<file path="config.mk">
export PLATFORM = sky130hd
export DESIGN_NAME = fphub_to_ieee_stream
export DESIGN_NICKNAME = d
export VERILOG_FILES = /design/src/rtl/fphub_to_ieee_stream.sv
export SDC_FILE = /design/constraint.sdc
export NUM_CORES = 1
export LEC_CHECK = 0
export ABC_CLOCK_PERIOD_IN_PS = 3100
export CORE_MARGIN = 3
export CORE_UTILIZATION = 35
export CTS_BUF_LIST = sky130_fd_sc_hd__clkbuf_16
export DETAILED_ROUTE_END_ITERATION = 8
export GPL_ROUTABILITY_DRIVEN = 1
export PLACE_DENSITY = 0.55
export SETUP_SLACK_MARGIN = 0.5
export SYNTH_ARGS = -nofsm -noshare
export SYNTH_HDL_FRONTEND = slang
export SYNTH_SLANG_ARGS = --single-unit
</file>
<file path="constraint.sdc">
create_clock -name clk -period 3.1 [get_ports clk]
set_input_delay 0.465 -clock clk [delete_from_list [all_inputs] [get_ports clk]]
set_output_delay 0.465 -clock clk [all_outputs]
set_load 0.02 [all_outputs]
</file>
<file path="src/rtl/fphub_to_ieee_stream.sv">
// fphub_to_ieee_stream: re-encodes FPHUB results as IEEE-754 words.
// Two-stage valid/ready pipeline with class, flags and inexact count.
module fphub_to_ieee_stream #(
  parameter int M      = 23,
  parameter int E      = 8,
  parameter int EXTEND = 0
) (
  input  logic                clk,
  input  logic                rst,
  input  logic                in_valid,
  output logic                in_ready,
  input  logic [E+M:0]        in_data,
  input  logic                rm,
  output logic                out_valid,
  input  logic                out_ready,
  output logic [E+M+EXTEND:0] out_data,
  output logic [1:0]          out_class,
  output logic                out_inexact,
  output logic                out_overflow,
  input  logic                cnt_clear,
  output logic [15:0]         inexact_count
);

  localparam int MO = M + EXTEND;
  localparam bit ROUND = (EXTEND == 0);
  localparam logic [E-1:0] EMAX = '1;
  localparam logic [MO-1:0] QNAN = {1'b1, {(MO-1){1'b0}}};

  typedef enum logic [1:0] {
    C_ZERO = 2'd0,
    C_NORM = 2'd1,
    C_INF  = 2'd2,
    C_NAN  = 2'd3
  } cls_t;

  logic         in_sign;
  logic [E-1:0] in_exp;
  logic [M-1:0] in_frac;
  cls_t         in_cls;
  logic         in_inc;

  assign {in_sign, in_exp, in_frac} = in_data;

  always_comb begin
    in_cls = C_NORM;
    if (in_exp == '0)
      in_cls = C_ZERO;
    else if (in_exp == EMAX)
      in_cls = (&in_frac) ? C_INF : C_NAN;
  end

  // HUB values are ties: RNE rounds up exactly when the kept LSB is odd
  assign in_inc = ROUND && (in_cls == C_NORM) && !rm && in_frac[0];

  logic         s1_valid;
  logic         s1_sign;
  logic         s1_inc;
  logic [E-1:0] s1_exp;
  logic [M-1:0] s1_frac;
  cls_t         s1_cls;
  logic         s2_load;

  assign s2_load  = !out_valid || out_ready;
  assign in_ready = !s1_valid || s2_load;

  always_ff @(posedge clk) begin
    if (rst) begin
      s1_valid <= 1'b0;
      s1_sign  <= 1'b0;
      s1_inc   <= 1'b0;
      s1_exp   <= '0;
      s1_frac  <= '0;
      s1_cls   <= C_ZERO;
    end else if (in_ready) begin
      s1_valid <= in_valid;
      if (in_valid) begin
        s1_sign <= in_sign;
        s1_inc  <= in_inc;
        s1_exp  <= in_exp;
        s1_frac <= in_frac;
        s1_cls  <= in_cls;
      end
    end
  end

  logic [M:0]    sum;
  logic [E-1:0]  exp_r;
  logic          ovf;
  logic [MO-1:0] frac_n;

  assign sum   = {1'b0, s1_frac} + {{M{1'b0}}, s1_inc};
  assign exp_r = s1_exp + {{(E-1){1'b0}}, sum[M]};
  assign ovf   = sum[M] && (exp_r == EMAX);

  generate
    if (EXTEND == 1) begin : g_ext
      assign frac_n = {s1_frac, 1'b1};
    end else begin : g_rnd
      assign frac_n = sum[M-1:0];
    end
  endgenerate

  logic [E+MO:0] d_data;
  logic [1:0]    d_cls;
  logic          d_inex;
  logic          d_ovf;

  always_comb begin
    d_data = {s1_sign, exp_r, frac_n};
    d_cls  = C_NORM;
    d_inex = ROUND;
    d_ovf  = 1'b0;
    unique case (s1_cls)
      C_ZERO: begin
        d_data = {s1_sign, {E{1'b0}}, {MO{1'b0}}};
        d_cls  = C_ZERO;
        d_inex = 1'b0;
      end
      C_INF: begin
        d_data = {s1_sign, EMAX, {MO{1'b0}}};
        d_cls  = C_INF;
        d_inex = 1'b0;
      end
      C_NAN: begin
        d_data = {1'b0, EMAX, QNAN};
        d_cls  = C_NAN;
        d_inex = 1'b0;
      end
      C_NORM: begin
        if (ovf) begin
          d_data = {s1_sign, EMAX, {MO{1'b0}}};
          d_cls  = C_INF;
          d_ovf  = 1'b1;
        end
      end
    endcase
  end

  always_ff @(posedge clk) begin
    if (rst) begin
      out_valid    <= 1'b0;
      out_data     <= '0;
      out_class    <= 2'd0;
      out_inexact  <= 1'b0;
      out_overflow <= 1'b0;
    end else if (s2_load) begin
      out_valid <= s1_valid;
      if (s1_valid) begin
        out_data     <= d_data;
        out_class    <= d_cls;
        out_inexact  <= d_inex;
        out_overflow <= d_ovf;
      end
    end
  end

  always_ff @(posedge clk) begin
    if (rst || cnt_clear)
      inexact_count <= '0;
    else if (out_valid && out_ready && out_inexact && !(&inexact_count))
      inexact_count <= inexact_count + 16'd1;
  end

endmodule

</file>
Word level (Yosys, flattened, before mapping)
Cells that the tools add are included.
{ "totals": {"regBits": 89} }
{ "op_classes": {"muxes": 10, "eq_ne": 6, "addsub": 3, "reduce_logical": 20} }
{ "op_table": {"columns": ["cell", "n"], "rows": [
  ["one-hot mux 32 bit (4 select lines)", 1],
  ["2-to-1 mux 31 bit", 1],
  ["adder 23 x 1 -> 24 bit", 1],
  ["AND reduction 23 bit", 1],
  ["adder 16 x 1 -> 16 bit, second input constant", 1],
  ["== test 8 bit, second input constant", 2],
  ["AND reduction 16 bit", 1],
  ["adder 8 x 1 -> 8 bit", 1],
  ["logical NOT 8 bit", 1],
  ["one-hot mux 2 bit (4 select lines)", 1],
  ["logical AND 1 bit", 6],
  ["2-to-1 mux 2 bit", 3],
  ["== test 2 x 1 -> 1 bit, second input constant", 2],
  ["== test 2 bit, second input constant", 2],
  ["logical NOT 1 bit", 4],
  ["2-to-1 mux 1 bit", 4],
  ["AND reduction 2 bit", 2],
  ["logical OR 1 bit", 3],
  ["OR reduction 3 bit", 1],
  ["logical NOT 2 bit", 1]
]} }

Logic depth before layout (Yosys ltp)
{ "logic_depth": {"ltp_word": 7, "ltp_mapped": 12} }

Worst setup path before layout
OpenSTA, ideal clock, no wires.
{ "synth_path": {"path_kind": "reg2reg", "startpoint": "reg s1_frac[7]", "endpoint": "reg out_data[10]", "t_required_ns": 2.983, "path_stages_with_launch": 12, "t_arrival_ns": 2.606, "n_path_buf": 1, "setup_ns": 0.117, "period_less_slack_ns": 2.723, "slack_ns": 0.377, "cell_sequence": "dfxtp_1 > nand4_4 > nor4_4 > and2_1 > ha_1 > ha_1 > xnor2_1 > nor3_1 > nand4b_1 > or2_1 > buf_2 > a32o_1"} }
{ "synth_via": {"elab_chain_len": 6} }
{ "synth_rtl": {"columns": ["item", "line", "rtl"], "rows": [
  ["start, declared", "59", "logic [M-1:0] s1_frac;"],
  ["start signal, assigned", "80", "s1_frac <= in_frac;"],
  ["adder 23 x 1 -> 24 bit *", "91", "assign sum = {1'b0, s1_frac} + {{M{1'b0}}, s1_inc};"],
  ["adder 8 x 1 -> 8 bit", "92", "assign exp_r = s1_exp + {{(E-1){1'b0}}, sum[M]};"],
  ["== test 8 bit", "93", "assign ovf = sum[M] && (exp_r == EMAX);"],
  ["logical AND 1 bit", "93", null],
  ["2-to-1 mux 31 bit *", "130", "if (ovf) begin"],
  ["one-hot mux 32 bit (4 select lines) *", "113", "unique case (s1_cls)"],
  ["end signal, assigned", "149", "out_data <= d_data;"],
  ["end, declared", "16", "output logic [E+M+EXTEND:0] out_data,"]
]} }
Every way passes the cells marked *; elsewhere a longest branch is shown, timed or not.
A chain may end at the register's enable or synchronous reset.

Worst setup path in the final report
{ "layout_path": {"startpoint": "reg s1_frac[10]", "endpoint": "reg out_overflow"} }
{ "layout_via": {"elab_chain_len": 6} }
{ "layout_rtl": {"columns": ["item", "line", "rtl"], "rows": [
  ["adder 23 x 1 -> 24 bit *", "91", null],
  ["adder 8 x 1 -> 8 bit", "92", null],
  ["== test 8 bit", "93", null],
  ["logical AND 1 bit *", "93", null],
  ["2-to-1 mux 1 bit *", "130", null],
  ["2-to-1 mux 1 bit *", "113", null],
  ["end signal, assigned", "152", "out_overflow <= d_ovf;"],
  ["end, declared", "19", "output logic out_overflow,"]
]} }
Marks and branches as above.

==> impl_metrics.json <==
{
  "grtUsageTotal": 0.170,
  "die-area_um2": 12800,
  "holdWs_ns": 0.461,
  "rsz0062_at_grt": "true",
  "endpoint_kind": "flop",
  "final-setup-viol-count": 0,
  "fmax_ghz": 0.399,
  "cp.required_ns": 3.37,
  "first_pass_iters": 5,
  "power_density_nw_per_um2": 466,
  "portBuffers": 91,
  "cts_buffers": 9,
  "status": "completed",
  "die_x_um": 113,
  "tightest_slew_ns": 0.855,
  "viasPerCell": 5.21,
  "htreeDepth": 3,
  "ys_seq_area_frac": 0.444,
  "syn_to_final_growth_pct": 36.1,
  "finalWirelength_um": 10700,
  "synth_area_per_cell_um2": 8.29,
  "ir_drop_uv": 209,
  "finalClockSkew_ns": 0.00551,
  "synth_top_family_by_area": "simple AND/OR/NAND/NOR gates",
  "drive_gt1_frac": 0.0939,
  "drt_iter0_drc": 245,
  "hpwlAfterDp_um": 7760,
  "clock-sinks": 89,
  "maxSlewViolCount": 0,
  "critPathLaunchType": "flop",
  "die_h_um": 113,
  "drc": 0,
  "cts_buffer_depth": 2,
  "synth_cells": 484,
  "r2r_slack_ns": 0.59,
  "antenna_found_initial": 0,
  "synthFlopType": "dfxtp_1",
  "drv_cap": 0,
  "maxSlewHeadroom": 0.425,
  "antenna_cells": 0,
  "nets": 613,
  "initial_core_util": 0.364,
  "period_minus_slack_ns": 2.51,
  "synth_xor_area_frac": 0.0830,
  "synth_edf_count": 0,
  "row_count": 38,
  "finalHoldViolCount": 0,
  "grt_pass1_vias": 3497,
  "mappedNetlistArea_um2": 4010,
  "synthDistinctLibCells": 45,
  "clk_pin_slew_ns": 0.06,
  "critPathKind": "flop to flop",
  "min_path_type": "flop to flop",
  "fin_crit_sh": 0.809,
  "yosys_warnings": 0,
  "fin_tns_setup_ns": 0,
  "grt_first_pass_wirelength_um": 17500,
  "leakage_nw": 1.86,
  "crit_arrival_ns": 2.78,
  "synth_seq_cells": 89,
  "grt_max_degree": 37,
  "clockRootBuffer": "clkbuf_16",
  "synthSimpleGateAreaFrac": 0.285,
  "clock_latency_ns": 0.34,
  "ant_nets": 0,
  "synth_adder_area_share": 0.0156,
  "num_vias": 3726,
  "gr-total-overflow": 0,
  "wire_per_inst_um": 15.0,
  "io_pins": 92,
  "synth_nets": 527,
  "coreArea_um2": 11000,
  "synth_compound_area_frac": 0.139,
  "synth_mux_area_frac": 0.00250,
  "ys_async_sr_fraction": 0,
  "cts_tree": "done",
  "path_max_fanout": 5,
  "fillCellCount": 1066,
  "routabilityCongestion": 0.832
}
[cells in the final DEF, fill, tap and decap left out, drive strengths merged, types with 12 or more instances in the layout]
cell,count
nand2,90
nor2,41
nand4,20
clkdlybuf4s50,90
a32o,12
a21oi,47
nor3,23
xnor2,32
nand3,23
dfxtp,89
[per-stage QoR]
stage               power, W  instances  setup slack [ns]   util  cell area, um^2
CTS                  0.00257        713             0.547  0.493             5430
finish               0.00255        715             0.591  0.495             5460
global placement     0.00148        696             0.309  0.461             5090
global route         0.00265        715             0.466  0.495             5460
detailed placement   0.00149        696             0.200  0.461             5090
floorplan            0.00137        484             0.518      -             4060
[path summary, 6_finish.rpt]
kind | startpoint | endpoint | cells past startpoint
worst min register to register | s1_sign | s1_sign | 2
worst min-delay path | s1_sign | s1_sign | 2
worst max-delay path | s1_frac[10] | out_overflow | 10
worst max register to register | s1_frac[10] | out_overflow | 10
[final cells by class]
| type | count | area (um^2) | area share |
|---|---|---|---|
| multi-input combinational | 362 | 2180 | 0.400 |
| tap | 140 | 175 | 0.0321 |
| clock buffer | 9 | 225 | 0.0413 |
| inverter | 8 | 30.0 | 0.00550 |
| timing repair buffer | 100 | 973 | 0.178 |
| sequential | 89 | 1800 | 0.331 |
| clock inverter | 7 | 68.8 | 0.0126 |
[metal layers]
metal	wire, um	GRT usage
met2	5120	0.280
met3	471	0.0321
met5	0	0
met1	4900	0.218
met4	231	0.0737
[kinds of logic after synthesis]
kind of cell | count (synthesis)
buffers and inverters | 33
XOR/XNOR | 38
AND/OR/NAND/NOR | 233
flip-flops | 89
adder cells (fa/ha/maj) | 5
multiplexers | 1
AO/OA/AOI/OAI | 85
[timing repair]
action                                 4_1_cts  5_1_grt
pin swaps                                    6        5
cloned                                       0        0
gates resized for setup                     10        6
hold buffers                                 0        0
buffers inserted                             1        2
setup endpoints to repair                   14       14
endpoints found under the hold margin        0        0
[worst max-delay path, cell delays in order, from the launching register on]
cell and delay (ns):
dfxtp_2 0.37, nand4_4 0.15, nor4_4 0.33, and2_4 0.20, ha_4 0.14, ha_4 0.15, xnor2_1 0.10, nor3_2 0.16
nand4b_1 0.16, or4_1 0.52, a21oi_1 0.14
[where the power goes]
part	switching, W	internal (W)
Sequential	0.0000445	0.00118
Clock	0.000458	0.000624
Combinational	0.000124	0.000113
[flip-flops by register name, summed over array words and instances, names as in the netlist]
name / count
out_overflow: 1
s1_valid: 1
out_class: 2
out_valid: 1
s1_exp: 8
s1_sign: 1
s1_inc: 1
out_inexact: 1
s1_cls: 2
out_data: 32
s1_frac: 23
inexact_count: 16
[synth_stat cells, types with 3 or more instances]
cell type	instances	area share
a211oi_1	3	0.0056
a21oi_1	47	0.059
a22o_1	10	0.022
a32o_1	12	0.030
and2_1	5	0.0078
and3_1	3	0.0047
clkbuf_1	24	0.022
dfxtp_1	89	0.44
ha_1	5	0.016
inv_1	7	0.0066
nand2_1	90	0.084
nand2b_1	6	0.0094
nand3_1	23	0.029
nand4_1	18	0.028
nor2_1	41	0.038
nor3_1	23	0.029
nor4_1	4	0.0062
xnor2_1	32	0.070
xor2_1	6	0.013
No activity file was read; power rests on OpenSTA's default activity.
